File: src/rtl/jtag_amm_pkg.sv
// Shared command/response codes and FSM state encoding for the JTAG-to-Avalon-MM command master.
package jtag_amm_pkg;

    localparam logic [7:0] CMD_WR  = 8'h00;
    localparam logic [7:0] CMD_RD  = 8'h01;
    localparam logic [7:0] RSP_OK  = 8'hA5;
    localparam logic [7:0] RSP_ERR = 8'hEE;

    typedef enum logic [2:0] {
        IDLE_S,
        ADDR_S,
        WDATA_S,
        WR_S,
        RD_S,
        RD_WAIT_S,
        RESP_S
    } state_t;

endpackage

File: src/rtl/jtag_amm_cmd_master.sv
// Byte-stream command decoder driving one Avalon-MM master access per frame.
// Optional macro CMD_TIMEOUT_EN adds a read-response timeout (TIMEOUT_CYC cycles -> 0xEE).
module jtag_amm_cmd_master
    import jtag_amm_pkg::*;
#(
    parameter int ADDR_W      = 32,
    parameter int DATA_W      = 32,
    parameter int TIMEOUT_CYC = 1024
) (
    input  logic                clk_i,
    input  logic                rst_i,
    input  logic [7:0]          rx_data_i,
    input  logic                rx_valid_i,
    output logic                rx_ready_o,
    output logic [7:0]          tx_data_o,
    output logic                tx_valid_o,
    input  logic                tx_ready_i,
    output logic [ADDR_W-1:0]   amm_address_o,
    output logic                amm_read_o,
    output logic                amm_write_o,
    output logic [DATA_W-1:0]   amm_writedata_o,
    output logic [DATA_W/8-1:0] amm_byteenable_o,
    input  logic [DATA_W-1:0]   amm_readdata_i,
    input  logic                amm_readdatavalid_i,
    input  logic                amm_waitrequest_i
);

    localparam int ADDR_B = ADDR_W / 8;
    localparam int DATA_B = DATA_W / 8;
    localparam int MAX_B  = (ADDR_B > DATA_B) ? ADDR_B : DATA_B;
    localparam int CNT_W  = $clog2(MAX_B) + 1;

    state_t              state;
    logic [CNT_W-1:0]    cnt;
    logic [CNT_W-1:0]    resp_last;
    logic [DATA_W-1:0]   resp_buf;
    logic                is_read;
`ifdef CMD_TIMEOUT_EN
    localparam int TMO_W = $clog2(TIMEOUT_CYC + 1);
    logic [TMO_W-1:0]    tmo_cnt;
`endif

    // Gated with rst_i so no byte is taken while reset is asserted.
    assign rx_ready_o = !rst_i &&
                        (state == IDLE_S || state == ADDR_S || state == WDATA_S);
    assign amm_byteenable_o = '1;

    always_ff @(posedge clk_i or posedge rst_i) begin
        if (rst_i) begin
            state           <= IDLE_S;
            cnt             <= '0;
            resp_last       <= '0;
            resp_buf        <= '0;
            is_read         <= 1'b0;
            amm_address_o   <= '0;
            amm_writedata_o <= '0;
            amm_read_o      <= 1'b0;
            amm_write_o     <= 1'b0;
            tx_data_o       <= '0;
            tx_valid_o      <= 1'b0;
`ifdef CMD_TIMEOUT_EN
            tmo_cnt         <= '0;
`endif
        end else begin
            case (state)
                IDLE_S: if (rx_valid_i) begin
                    cnt <= '0;
                    if (rx_data_i == CMD_WR || rx_data_i == CMD_RD) begin
                        is_read <= (rx_data_i == CMD_RD);
                        state   <= ADDR_S;
                    end else begin
                        tx_data_o  <= RSP_ERR;
                        tx_valid_o <= 1'b1;
                        resp_last  <= '0;
                        state      <= RESP_S;
                    end
                end
                ADDR_S: if (rx_valid_i) begin
                    // LSB-first: each new byte enters at the top and shifts down.
                    amm_address_o <= ADDR_W'({rx_data_i, amm_address_o} >> 8);
                    if (cnt == CNT_W'(ADDR_B - 1)) begin
                        cnt <= '0;
                        if (is_read) begin
                            amm_read_o <= 1'b1;
                            state      <= RD_S;
                        end else begin
                            state <= WDATA_S;
                        end
                    end else begin
                        cnt <= cnt + 1'b1;
                    end
                end
                WDATA_S: if (rx_valid_i) begin
                    amm_writedata_o <= DATA_W'({rx_data_i, amm_writedata_o} >> 8);
                    if (cnt == CNT_W'(DATA_B - 1)) begin
                        cnt         <= '0;
                        amm_write_o <= 1'b1;
                        state       <= WR_S;
                    end else begin
                        cnt <= cnt + 1'b1;
                    end
                end
                WR_S: if (!amm_waitrequest_i) begin
                    amm_write_o <= 1'b0;
                    tx_data_o   <= RSP_OK;
                    tx_valid_o  <= 1'b1;
                    resp_last   <= '0;
                    state       <= RESP_S;
                end
                RD_S: if (!amm_waitrequest_i) begin
                    amm_read_o <= 1'b0;
                    state      <= RD_WAIT_S;
`ifdef CMD_TIMEOUT_EN
                    tmo_cnt    <= '0;
`endif
                end
                RD_WAIT_S: begin
                    if (amm_readdatavalid_i) begin
                        tx_data_o  <= amm_readdata_i[7:0];
                        resp_buf   <= amm_readdata_i >> 8;
                        tx_valid_o <= 1'b1;
                        resp_last  <= CNT_W'(DATA_B - 1);
                        state      <= RESP_S;
                    end
`ifdef CMD_TIMEOUT_EN
                    else if (tmo_cnt == TMO_W'(TIMEOUT_CYC - 1)) begin
                        tx_data_o  <= RSP_ERR;
                        tx_valid_o <= 1'b1;
                        resp_last  <= '0;
                        state      <= RESP_S;
                    end else begin
                        tmo_cnt <= tmo_cnt + 1'b1;
                    end
`endif
                end
                RESP_S: if (tx_valid_o && tx_ready_i) begin
                    if (cnt == resp_last) begin
                        cnt        <= '0;
                        tx_valid_o <= 1'b0;
                        state      <= IDLE_S;
                    end else begin
                        tx_data_o <= resp_buf[7:0];
                        resp_buf  <= resp_buf >> 8;
                        cnt       <= cnt + 1'b1;
                    end
                end
                default: state <= IDLE_S;
            endcase
        end
    end

endmodule

File: config.mk
export PLATFORM = sky130hd
export DESIGN_NAME = jtag_amm_cmd_master
export DESIGN_NICKNAME = d
export VERILOG_FILES = /design/src/rtl/jtag_amm_pkg.sv /design/src/rtl/jtag_amm_cmd_master.sv
export SDC_FILE = /design/constraint.sdc
export NUM_CORES = 1
export LEC_CHECK = 0
export ABC_AREA = 1
export CAP_MARGIN = 25
export CELL_PAD_IN_SITES_DETAIL_PLACEMENT = 0
export CELL_PAD_IN_SITES_GLOBAL_PLACEMENT = 1
export CORE_MARGIN = 2
export CORE_UTILIZATION = 30
export CTS_CLUSTER_SIZE = 8
export DETAILED_ROUTE_END_ITERATION = 6
export PLACE_DENSITY_LB_ADDON = 0.1
export SLEW_MARGIN = 20
export SYNTH_ARGS = -nofsm -noshare
export SYNTH_HDL_FRONTEND = slang
export SYNTH_SLANG_ARGS = --single-unit
File: constraint.sdc
create_clock -name clk_i -period 3.5 [get_ports clk_i]
set_input_delay 0.525 -clock clk_i [delete_from_list [all_inputs] [get_ports clk_i]]
set_output_delay 0.525 -clock clk_i [all_outputs]
set_load 0.01 [all_outputs]
==> results.rst, run 1 <==
.. list-table::
   :header-rows: 1

   * - Metric
     - Value
   * - Top cells by area in the synthesized netlist
     - sky130_fd_sc_hd__dfrtp_1, sky130_fd_sc_hd__nand2_1, sky130_fd_sc_hd__o21ai_2
   * - Finished Core Util
     - 40.4%
   * - Die span in y
     - about 130 um
   * - Area growth, synth to finish
     - 32.2%
   * - Simple-gate share of the synthesized area
     - 23.1%
   * - Min Clock Period, post-route
     - 2.29 ns
   * - RSZ-0062 raised after global routing
     - no
   * - Via density per instance
     - about 4.4
   * - Count of standard-cell rows
     - 47
   * - Peak-usage layer in the global routing report
     - met2
   * - Commonest register cell after synthesis
     - sky130_fd_sc_hd__dfrtp_1
   * - Met1 track utilization from global routing
     - about a fifth
   * - Max Slew Vio Count
     - 0
   * - Total global routing overflow
     - 0
   * - Number of antenna-violating nets in the routed design
     - 0
   * - Number of sinks driven by the clock tree
     - roughly 110
   * - Detailed-routing iteration count for the pre-antenna-repair pass
     - 4
   * - Wirelength per Cell
     - 13.8 um
   * - Syn Area/Cell
     - 9.55 sq um
   * - DP Wirelength
     - 8580 um
   * - Arrival time at the worst endpoint
     - 1.77 ns
   * - Number of instances in the synthesized netlist
     - around 530
   * - Drt first-iter violations
     - around 260
   * - Type of the worst setup path
     - reg2out
   * - Startpoint class of the critical path
     - register
   * - Number of CTS-inserted buffers
     - 9
   * - Flip-flop and latch count after synthesis
     - 107
   * - Final setup violation count
     - 0
   * - Fraction of the mapped netlist area in adder cells
     - 0.746%
   * - Die ar.
     - 0.0178 sq mm
   * - Xor-xnor portion of the synthesized cell area
     - 0%
   * - Clock tree root buffer cell
     - sky130_fd_sc_hd__clkbuf_16
   * - Clock Skew
     - 0.00446 ns
   * - Synth warn
     - 0
   * - Top cell type's share of synthesized area
     - a little over half
   * - Clock slew seen by the registers of the worst setup and hold paths
     - 0.07 ns
   * - CTS Buffer Depth
     - 2
   * - Worst min-delay path class
     - reg2reg
   * - Number of global-route vias before repair
     - 3907
   * - Number of synthesized flops with an enable pin
     - 0
   * - Critical path endpoint category
     - primary output
   * - Placed Area
     - 0.00638 sq mm
   * - Final RePlAce weighted congestion
     - 0.776
   * - Result of the run
     - complete, no violations
   * - PortBufs
     - 121
   * - Final period utilization
     - 65.5%
   * - Diode insertion count for antenna repair
     - 0
   * - Insertion delay of the later-clocked pin in the worst-skew pair
     - 0.35 ns
   * - Hold violation count in the final report
     - 0
   * - Largest area contributor in the netlist
     - sky130_fd_sc_hd__dfrtp_1
   * - Synth cell types
     - 37
   * - H-tree depth reported by CTS
     - 3
   * - Synth Area in Compound Gates
     - ~7.7%
   * - Slack of the worst reg-to-reg path
     - ~1.3 ns
   * - Core area
     - 0.0165 sq mm
   * - Die width
     - 134 um
   * - Number of gates resized after CTS
     - 0
   * - Worst slew margin relative to its limit
     - 40.5%
   * - Global router's overall resource usage
     - around 14%
   * - DRC violations left
     - 0
   * - Cell leakage power
     - 3.22 nW
   * - Worst slew pin tran
     - 0.890 ns
   * - Number of hold buffers added after cts
     - 0
   * - Clock tree from TritonCTS
     - yes
   * - Post-CTS setup buffer count
     - 0
   * - Initial cell density of the core
     - 30.6%
   * - Routed Wire Length
     - 11900 um
   * - Via count of the routed design
     - ~3.8k
   * - Met2 demand-to-capacity share in global routing
     - around 22%
   * - Largest fanout on the critical path
     - 8
   * - Worst vdd rail ir drop
     - 0.367 mV
   * - Number of max-cap violations
     - 0
   * - Wire length of the first global-routing pass
     - 20000 um
   * - Pin count of the biggest net entering global routing
     - 71
   * - Critical path data required time
     - 2.97 ns
   * - Portion of netlist area occupied by mux cells
     - around 8.6%
   * - Post-layout instance area
     - 0.00665 sq mm
   * - Share of cells above drive strength 1
     - 14.1%
   * - Met3 Usage GRT
     - 3.01%
   * - Synth async-reset ratio
     - 100%
   * - Total Neg Setup Slack
     - 0 ns
   * - Maximum clock rate
     - between 400 and 500 MHz
   * - Net count reported at finish
     - a little under 700
   * - Dominant combinational cell family by area after synthesis
     - simple AND/OR/NAND/NOR gates
   * - Seq/Total Area, Yosys
     - around 53%
   * - Post-synthesis instance area
     - about 0.005 sq mm
   * - Initial antenna violation count
     - 0
   * - Num ports
     - 126
   * - Total power density per cell area
     - roughly 880 mW/mm^2
[routing by layer]
| metal | part of all wire [%] | up-vias | wire length (um) |
|---|---|---|---|
| met1 | 47 | 1788 | 5570 |
| met4 | 1.5 | 0 | 183 |
| li1 | - | 1913 | - |
| met3 | 5.1 | 11 | 605 |
| met5 | 0 | - | 0 |
| met2 | 46 | 97 | 5520 |
[state kept, by name, summed over array words and instances (netlist names), 3 cells and up]
name             cells
amm_address_o       32
amm_writedata_o     32
cnt                  3
resp_buf            24
state                3
tx_data_o            8
[where the power goes]
part / internal [mW] / switching (mW) / leakage (nW)
registers: 1.77 / 0.417 / 1.37
logic: 1.29 / 1.39 / 1.72
clock network: 0.488 / 0.477 / 0.124
[per-stage QoR]
step           hold slack [ns]  power [mW]  instances  setup WS (ns)
6_report                 0.476        5.83        864           1.21
5_1_grt                  0.493        6.31        864           1.02
4_1_cts                  0.480        5.94        864           1.16
3_5_place_dp             0.460        4.94        848           1.09
3_3_place_gp             0.454        4.91        848           1.10
2_1_floorplan            0.454        3.86        530          0.158
[area by class of cell]
cell class / count / area (sq um)
fill: 1662 / 9810
multi-input combinational: 362 / 2030
timing repair buffer: 125 / 1250
clock buffer: 11 / 233
sequential: 107 / 2680
clock inverter: 5 / 38.8
inverter: 34 / 140
tap: 220 / 275
[logic make-up (layout without fill, tap and decap cells)]
family | after synthesis | in the layout
AO/OA/AOI/OAI | 59 | 59
adder cells (fa/ha/maj) | 3 | 3
other | 1 | 4
flip-flops | 107 | 107
buffers and inverters | 61 | 175
multiplexers | 40 | 40
AND/OR/NAND/NOR | 256 | 256
[placed cells by master, fill, tap and decap left out, types with 2 or more instances in the layout]
cell,netlist,layout
sky130_fd_sc_hd__ha_1,3,3
sky130_fd_sc_hd__mux2_1,14,14
sky130_fd_sc_hd__nand3_2,4,4
sky130_fd_sc_hd__o21ai_1,9,9
sky130_fd_sc_hd__inv_2,5,5
sky130_fd_sc_hd__mux2i_1,16,16
sky130_fd_sc_hd__clkbuf_1,5,2
sky130_fd_sc_hd__clkdlybuf4s50_1,0,121
sky130_fd_sc_hd__nor2_4,3,3
sky130_fd_sc_hd__dfrtp_1,107,107
sky130_fd_sc_hd__o21ai_2,21,21
sky130_fd_sc_hd__mux2_2,10,10
sky130_fd_sc_hd__a21oi_1,2,2
sky130_fd_sc_hd__nand3_1,29,29
sky130_fd_sc_hd__clkbuf_16,0,9
sky130_fd_sc_hd__inv_4,2,3
sky130_fd_sc_hd__nand2_1,172,172
sky130_fd_sc_hd__nand2_2,19,19
sky130_fd_sc_hd__o21ai_0,22,22
sky130_fd_sc_hd__clkinvlp_4,0,3
sky130_fd_sc_hd__nand2_4,3,3
sky130_fd_sc_hd__nor2_1,18,18
sky130_fd_sc_hd__nand4_1,2,2
sky130_fd_sc_hd__buf_4,5,3
sky130_fd_sc_hd__inv_1,26,25
sky130_fd_sc_hd__nor2_2,2,2
sky130_fd_sc_hd__conb_1,1,4
[worst max-delay path, stage by stage (launching register included)]
cell and delay [ns]:
sky130_fd_sc_hd__dfrtp_1 0.52, sky130_fd_sc_hd__nand2_1 0.18, sky130_fd_sc_hd__nand2_1 0.09, sky130_fd_sc_hd__nor2_1 0.09, sky130_fd_sc_hd__clkdlybuf4s50_1 0.54
[worst paths after layout]
| kind | start | cells after the start | to |
|---|---|---|---|
| setup / recovery | state[0] | 4 | rx_ready_o |
| hold / removal | amm_writedata_o[2] | 2 | amm_writedata_o[2] |
| setup reg to reg | state[1] | 7 | resp_buf[19] |
| hold reg to reg | amm_writedata_o[2] | 2 | amm_writedata_o[2] |
| max in group asynchronous | rst_i | 3 | amm_address_o[30] |
| min in group asynchronous | rst_i | 2 | cnt[0] |
[cells in the mapped netlist, types with 2 or more instances]
master	n
sky130_fd_sc_hd__a21oi_1	2
sky130_fd_sc_hd__buf_2	10
sky130_fd_sc_hd__buf_4	5
sky130_fd_sc_hd__buf_6	6
sky130_fd_sc_hd__clkbuf_1	5
sky130_fd_sc_hd__dfrtp_1	107
sky130_fd_sc_hd__ha_1	3
sky130_fd_sc_hd__inv_1	26
sky130_fd_sc_hd__inv_2	5
sky130_fd_sc_hd__inv_4	2
sky130_fd_sc_hd__mux2_1	14
sky130_fd_sc_hd__mux2_2	10
sky130_fd_sc_hd__mux2i_1	16
sky130_fd_sc_hd__nand2_1	172
sky130_fd_sc_hd__nand2_2	19
sky130_fd_sc_hd__nand2_4	3
sky130_fd_sc_hd__nand3_1	29
sky130_fd_sc_hd__nand3_2	4
sky130_fd_sc_hd__nand4_1	2
sky130_fd_sc_hd__nor2_1	18
sky130_fd_sc_hd__nor2_2	2
sky130_fd_sc_hd__nor2_4	3
sky130_fd_sc_hd__o21ai_0	22
sky130_fd_sc_hd__o21ai_1	9
sky130_fd_sc_hd__o21ai_2	21
Note: power is estimated with default switching activity, not from simulation.
==> run 2: changes to the inputs <==
==> constraint.sdc (replaced) <==
create_clock -name clk_i -period 2.3 [get_ports clk_i]
set_input_delay 0.345 -clock clk_i [delete_from_list [all_inputs] [get_ports clk_i]]
set_output_delay 0.345 -clock clk_i [all_outputs]
set_load 0.01 [all_outputs]
==> run 2 against run 1 <==
Compared with the run above: combinational power grew 55%; critical path type unchanged; utilization grew 0.56 points; sequential power is 52% higher; clock power rose by 61%; sequential share of layout area decreased by 0.55 points; non-clock buffer count up 7.
==> results.rst, run 2 (synthesis gave the netlist of run 1 again) <==
.. list-table::
   :header-rows: 1

   * - Metric
     - Value
   * - Number of global-route vias before repair
     - 3945 (+0.97%)
   * - Min Clock Period, post-route
     - 2.16 ns
   * - Die width
     - 134 um (unchanged)
   * - Most frequent standard cell in the layout excluding fill and tap cells
     - sky130_fd_sc_hd__nand2_1
   * - Startpoint class of the critical path
     - register
   * - Detailed-routing iteration count for the pre-antenna-repair pass
     - 4 (unchanged)
   * - Worst min-delay path class
     - in2async
   * - Result of the run
     - complete, no violations
   * - Maximum clock rate
     - 464 MHz
   * - CTS Buffer Depth
     - 2 (unchanged)
   * - Post-CTS setup buffer count
     - 0 (unchanged)
   * - Arrival time at the worst endpoint
     - 1.81 ns (+0.04 ns)
   * - Die ar.
     - 0.0178 sq mm (unchanged)
   * - Type of the worst setup path
     - reg2out
   * - Net switching share of the total power
     - 39.2% (-0.10 points)
   * - Met2 demand-to-capacity share in global routing
     - 23.3% (+1.1 points)
   * - DRC violations left
     - 0 (unchanged)
   * - Clock slew seen by the registers of the worst setup and hold paths
     - 0.07 ns (about the same)
   * - Total global routing overflow
     - 0 (unchanged)
   * - Pwr Total
     - 9.01 mW (+55%)
   * - Pin count of the biggest net entering global routing
     - 49 (-31%)
   * - Wirelength per Cell
     - 14.0 um (+1.8%)
   * - Via count of the routed design
     - 3887 (+2.0%)
   * - Worst slew pin tran
     - 0.638 ns (-0.252 ns)
   * - Most frequent cells in the layout
     - sky130_fd_sc_hd__nand2_1, sky130_fd_sc_hd__clkdlybuf4s50_1, sky130_fd_sc_hd__dfrtp_1, sky130_fd_sc_hd__nand3_1, sky130_fd_sc_hd__inv_1
   * - Number of CTS-inserted buffers
     - 9 (unchanged)
   * - Area growth, synth to finish
     - 34.0%
   * - Net count reported at finish
     - 695 (+1.0%)
   * - Via density per instance
     - 4.46 (+1.2%)
   * - Max Slew Vio Count
     - 0 (unchanged)
   * - Core area
     - 0.0165 sq mm (unchanged)
   * - RSZ-0062 raised after global routing
     - no
   * - Number of gates resized after CTS
     - 0 (unchanged)
   * - Clock Skew
     - 0.00675 ns (+0.00229 ns)
   * - Largest fanout on the critical path
     - 5 (-3)
   * - Hold violation count in the final report
     - 0 (unchanged)
   * - Number of sinks driven by the clock tree
     - 107 (unchanged)
   * - Met1 track utilization from global routing
     - 19.4% (+0.14 points)
   * - Post-layout instance area
     - 0.00674 sq mm (+1.4%)
   * - Cell leakage power
     - 3.28 nW (+1.7%)
   * - Met3 Usage GRT
     - 2.93% (-0.076 points)
   * - Final period utilization
     - 93.8%
   * - Slack of the worst reg-to-reg path
     - 0.28 ns (-0.99 ns)
   * - Critical path endpoint category
     - primary output
   * - Worst vdd rail ir drop
     - 0.513 mV (+40%)
   * - Total power density per cell area
     - 1340 mW/mm^2 (+53%)
   * - Drt first-iter violations
     - 212 (-18%)
   * - Diode insertion count for antenna repair
     - 0 (unchanged)
   * - Die span in y
     - 134 um (unchanged)
   * - Share of total power in combinational logic
     - 46.2% (+0.2 points)
   * - Number of antenna-violating nets in the routed design
     - 0 (unchanged)
   * - Num ports
     - 126 (unchanged)
   * - Placed Area
     - 0.00645 sq mm (+1.0%)
   * - Initial antenna violation count
     - 0 (unchanged)
   * - Routed Wire Length
     - 12200 um (+2.6%)
   * - Worst slew margin relative to its limit
     - 57.4% (+17 points)
   * - Insertion delay of the later-clocked pin in the worst-skew pair
     - 0.35 ns (about the same)
   * - Number of max-cap violations
     - 0 (unchanged)
   * - Total Neg Setup Slack
     - 0 ns (unchanged)
   * - Share of cells above drive strength 1
     - 15.4% (+1.2 points)
   * - Clock share of power
     - 17.2% (+0.6 points)
   * - Clock tree root buffer cell
     - sky130_fd_sc_hd__clkbuf_16
   * - Number of hold buffers added after cts
     - 0 (unchanged)
   * - Largest regs
     - amm_address_o: 32 flops, amm_writedata_o: 32 flops, resp_buf: 24 flops
   * - PortBufs
     - 121 (unchanged)
   * - Count of standard-cell rows
     - 47 (unchanged)
   * - Psw
     - 3.53 mW (+54%)
   * - Critical path data required time
     - 1.96 ns (-1.01 ns)
   * - Final setup violation count
     - 0 (unchanged)
   * - H-tree depth reported by CTS
     - 3 (unchanged)
   * - Final RePlAce weighted congestion
     - 0.812 (+4.6%)
   * - DP Wirelength
     - 8980 um (+4.7%)
   * - Reg power frac
     - 36.7% (-0.8 points)
   * - Clock tree from TritonCTS
     - yes
   * - Internal power summed over all cells
     - 5.48 mW (+55%)
   * - Peak-usage layer in the global routing report
     - met2
   * - Global router's overall resource usage
     - 14.5% (+0.38 points)
   * - Initial cell density of the core
     - 30.6% (unchanged)
   * - Wire length of the first global-routing pass
     - 20400 um (+2.1%)
[run 2: changes by cell type in the layout (fill, tap and decap cells not counted), sizes merged]
| cell | before | now |
|---|---|---|
| buf | 4 | 11 |
| clkinvlp | 3 | 2 |
| clkinv | 1 | 2 |
[run 2: power groups by stage]
stage          combinational [mW]  clock, mW  sequential, mW
2_1_floorplan                2.45          0            3.42
3_3_place_gp                 4.17          0            3.33
3_5_place_dp                 4.22          0            3.35
4_1_cts                      4.23       1.61            3.32
5_1_grt                      4.64       1.69            3.42
6_report                     4.16       1.55            3.31
[run 2: area by class of cell]
| cell class | count | area (sq um) |
|---|---|---|
| clock inverters | 5 | 45.0 |
| repair buffers | 132 | 1320 |
| inverters | 34 | 141 |
| fillers | 1667 | 9720 |
| well taps | 220 | 275 |
| clock buffers | 11 | 253 |
| multi-input cells | 362 | 2030 |
| flip-flops and latches | 107 | 2680 |
[run 2: metal layers]
| metal | routed length [um] | vias to the layer above |
|---|---|---|
| met5 | 0 | - |
| met4 | 185 | 0 |
| met3 | 590 | 11 |
| met2 | 5760 | 106 |
| met1 | 5660 | 1851 |
| li1 | - | 1919 |
[run 2: final timing paths]
path / start / cells past startpoint / to
setup / recovery: state[1] / 5 / rx_ready_o
hold / removal: rst_i / 2 / amm_writedata_o[21]
setup reg to reg: state[2] / 7 / resp_buf[13]
hold reg to reg: amm_writedata_o[3] / 2 / amm_writedata_o[3]
max in group asynchronous: rst_i / 3 / amm_writedata_o[9]
min in group clk_i: amm_writedata_o[3] / 2 / amm_writedata_o[3]
[run 2: through the flow]
step	hold slack, ns	cells	util [%]	setup WS [ns]
2_1_floorplan	0.454	530	-	0.667
3_3_place_gp	0.453	855	39.1	0.290
3_5_place_dp	0.458	855	39.1	0.290
4_1_cts	0.407	871	41.0	0.108
5_1_grt	0.446	871	41.0	0.0336
6_report	0.397	871	41.0	0.143
[run 2: critical path, stage by stage (launching register included)]
cell	delay, ns
sky130_fd_sc_hd__dfrtp_1	0.44
sky130_fd_sc_hd__buf_4	0.19
sky130_fd_sc_hd__nand2_1	0.10
sky130_fd_sc_hd__nand2_1	0.10
sky130_fd_sc_hd__nor2_1	0.09
sky130_fd_sc_hd__clkdlybuf4s50_1	0.54
==> run 3: changes to the inputs <==
--- a/config.mk
+++ b/config.mk
@@ -13,8 +13,10 @@
 export CORE_UTILIZATION = 30
 export CTS_CLUSTER_SIZE = 8
 export DETAILED_ROUTE_END_ITERATION = 6
+export GPL_TIMING_DRIVEN = 0
 export PLACE_DENSITY_LB_ADDON = 0.1
-export SLEW_MARGIN = 20
+export SKIP_LAST_GASP = 1
+export SLEW_MARGIN = 25
 export SYNTH_ARGS = -nofsm -noshare
 export SYNTH_HDL_FRONTEND = slang
 export SYNTH_SLANG_ARGS = --single-unit
==> run 3 against run 2 <==
Compared with the run above: worst hold slack lost 0.089 ns; critical path type unchanged; combinational power grew 6.3%; sequential share of layout area shrank 0.94 points; non-clock buffer count grew 20; sequential power shrank 2%; sequential cell count is the same; highest routed layer unchanged; cell count grew 2.3%.
==> results.rst, run 3 (synthesis gave the netlist of run 1 again) <==
.. list-table::
   :header-rows: 1

   * - Metric
     - Value
   * - Result of the run
     - complete, no violations
   * - Number of antenna-violating nets in the routed design
     - 0 (unchanged)
   * - Die width
     - 134 um (unchanged)
   * - Initial antenna violation count
     - 0 (unchanged)
   * - Number of gates resized after CTS
     - 0 (unchanged)
   * - Area taken by flip-flops and latches
     - 0.00268 sq mm (unchanged)
   * - Number of hold buffers added after cts
     - 0 (unchanged)
   * - Clock Skew
     - 0.00747 ns (+0.000723 ns)
   * - Share of cells above drive strength 1
     - 17.1% (+1.8 points)
   * - Detailed-routing iteration count for the pre-antenna-repair pass
     - 4 (unchanged)
   * - Hold violation count in the final report
     - 0 (unchanged)
   * - Number of sinks driven by the clock tree
     - 107 (unchanged)
   * - Initial cell density of the core
     - 30.6% (unchanged)
   * - Reg-to-reg critical path endpoint
     - tx_data_o[0]
   * - Net count reported at finish
     - 715 (+2.9%)
   * - Via density per instance
     - 4.40 (-1.4%)
   * - Clock tree from TritonCTS
     - yes
   * - Final period utilization
     - 88.0% (-5.8 points)
   * - Min Clock Period, post-route
     - 2.02 ns (-0.134 ns)
   * - CTS Buffer Depth
     - 2 (unchanged)
   * - Slack of the worst reg-to-reg path
     - 0.58 ns (+0.30 ns)
   * - Area of the multi-input gates
     - 0.00203 sq mm (unchanged)
   * - H-tree depth reported by CTS
     - 3 (unchanged)
   * - Maximum clock rate
     - 494 MHz (+6.6%)
   * - Pwr Total
     - 9.20 mW (+2.1%)
   * - Total power density per cell area
     - 1330 mW/mm^2 (-0.34%)
   * - Reg power frac
     - 35.3% (-1.4 points)
   * - Pin count of the biggest net entering global routing
     - 30 (-39%)
   * - Diode insertion count for antenna repair
     - 0 (unchanged)
   * - Routed Wire Length
     - 12600 um (+3.8%)
   * - Most frequent standard cell in the layout excluding fill and tap cells
     - sky130_fd_sc_hd__nand2_1
   * - Number of global-route vias before repair
     - 4022 (+2.0%)
   * - Most frequent cells in the layout
     - sky130_fd_sc_hd__nand2_1, sky130_fd_sc_hd__clkdlybuf4s50_1, sky130_fd_sc_hd__dfrtp_1, sky130_fd_sc_hd__nand3_1, sky130_fd_sc_hd__inv_1
   * - Num ports
     - 126 (unchanged)
   * - Global router's overall resource usage
     - 15.0% (+0.52 points)
   * - Share of total power in combinational logic
     - 48.1% (+1.9 points)
   * - Depth of the worst register-to-register path
     - 11 (+4)
   * - Post-CTS setup buffer count
     - 0 (unchanged)
   * - Psw
     - 3.60 mW (+2.0%)
   * - DRC violations left
     - 0 (unchanged)
   * - Insertion delay of the later-clocked pin in the worst-skew pair
     - 0.35 ns (about the same)
   * - Wirelength per Cell
     - 14.2 um (+1.4%)
   * - Max Slew Vio Count
     - 0 (unchanged)
   * - Clock share of power
     - 16.6% (-0.6 points)
   * - Count of standard-cell rows
     - 47 (unchanged)
   * - Clock tree root buffer cell
     - sky130_fd_sc_hd__clkbuf_16
   * - Internal power summed over all cells
     - 5.60 mW (+2.1%)
   * - Largest regs
     - amm_address_o: 32 flops, amm_writedata_o: 32 flops, resp_buf: 24 flops
   * - PortBufs
     - 121 (unchanged)
   * - Worst min-delay path class
     - in2async
   * - Final RePlAce weighted congestion
     - 0.778 (-4.1%)
   * - Wire length of the first global-routing pass
     - 20900 um (+2.6%)
   * - Total global routing overflow
     - 0 (unchanged)
   * - Startpoint class of the critical path
     - register
   * - Cell leakage power
     - 3.36 nW (+2.6%)
   * - DP Wirelength
     - 9630 um (+7.3%)
   * - Finished Core Util
     - 41.9% (+0.99 points)
   * - Arrival time at the worst endpoint
     - 1.68 ns (-0.13 ns)
   * - Number of max-cap violations
     - 0 (unchanged)
   * - Net switching share of the total power
     - 39.1% (about the same)
   * - Final setup violation count
     - 0 (unchanged)
   * - Critical path data required time
     - 1.96 ns (about the same)
   * - Largest fanout on the critical path
     - 8 (+3)
   * - Drt first-iter violations
     - 162 (-24%)
   * - Worst vdd rail ir drop
     - 0.560 mV (+9.2%)
   * - Area growth, synth to finish
     - 37.3%
   * - Die span in y
     - 134 um (unchanged)
   * - Via count of the routed design
     - 3920 (+0.85%)
   * - Fill cells
     - 1623 (-2.6%)
   * - Type of the worst setup path
     - reg2out
   * - Number of CTS-inserted buffers
     - 9 (unchanged)
   * - Die ar.
     - 0.0178 sq mm (unchanged)
   * - Critical path endpoint category
     - primary output
   * - Core area
     - 0.0165 sq mm (unchanged)
   * - Clock slew seen by the registers of the worst setup and hold paths
     - 0.07 ns (about the same)
   * - RSZ-0062 raised after global routing
     - no
   * - R2R Path Start
     - state[2]
run 3: cell count changes in the layout (fill, tap and decap cells not counted), moves of 2 or more:
cell                       previous run  this run
sky130_fd_sc_hd__buf_2                0        10
sky130_fd_sc_hd__buf_6                0         6
sky130_fd_sc_hd__clkinv_2             0         2
sky130_fd_sc_hd__buf_12               2         4
sky130_fd_sc_hd__clkbuf_1             0         5
sky130_fd_sc_hd__buf_4                9         5
run 3: power groups by stage:
stage / Sequential (mW) / Clock [mW] / Combinational [mW]
after CTS: 3.27 / 1.57 / 4.52
after detailed placement: 3.30 / 0 / 4.50
after global placement: 3.28 / 0 / 4.43
final: 3.25 / 1.53 / 4.42
after floorplan: 3.42 / 0 / 2.45
after global routing: 3.37 / 1.65 / 4.94
run 3: routing by layer:
layer / share of wire, % / GRT usage (%) / vias up
met2: 47 / 24.0 / 90
met5: 0 / 0 / -
met3: 3.9 / 2.66 / 13
met4: 1.2 / 5.67 / 0
met1: 48 / 20.4 / 1854
li1: - / - / 1963
run 3: worst max-delay path, cell delays in order, from the launching register on:
cell and delay (ns):
sky130_fd_sc_hd__dfrtp_1 0.37, sky130_fd_sc_hd__buf_6 0.14, sky130_fd_sc_hd__nand2_1 0.11, sky130_fd_sc_hd__nand2_1 0.08
sky130_fd_sc_hd__nor2_1 0.09, sky130_fd_sc_hd__clkdlybuf4s50_1 0.54
run 3: worst max-delay path by stage:
| stage | start | to | slack (ns) | cells after the start |
|---|---|---|---|---|
| 6_report | state[0] | rx_ready_o | 0.28 | 5 |
| 5_1_grt | state[0] | rx_ready_o | 0.17 | 5 |
| 4_1_cts | state[0] | rx_ready_o | 0.23 | 5 |
| 3_5_place_dp | rx_valid_i | amm_writedata_o[4] | 0.24 | 7 |
| 3_3_place_gp | rst_i | amm_address_o[23] | -0.52 | 2 |
| 2_1_floorplan | rst_i | amm_address_o[0] | 0.67 | 1 |
run 3: final cells by class:
type | instances | share of cell area [%]
clock buffer | 10 | 3.46
multi-input combinational | 362 | 29.4
timing repair buffer | 125 | 18.8
sequential | 107 | 38.8
inverter | 34 | 2.05
clock inverter | 6 | 0.688
tap | 220 | 3.99
buffer | 27 | 2.81
run 3: metrics by stage:
stage               hold slack [ns]  setup TNS, ns  worst slack [ns]  cell area [sq um]  cells
detailed placement            0.459              0             0.239               6620    875
global route                  0.330              0             0.167               6910    891
CTS                           0.308              0             0.233               6910    891
floorplan                     0.454              0             0.667               5050    530
global placement              0.455         -54.71            -0.518               6530    871
finish                        0.307              0             0.277               6910    891
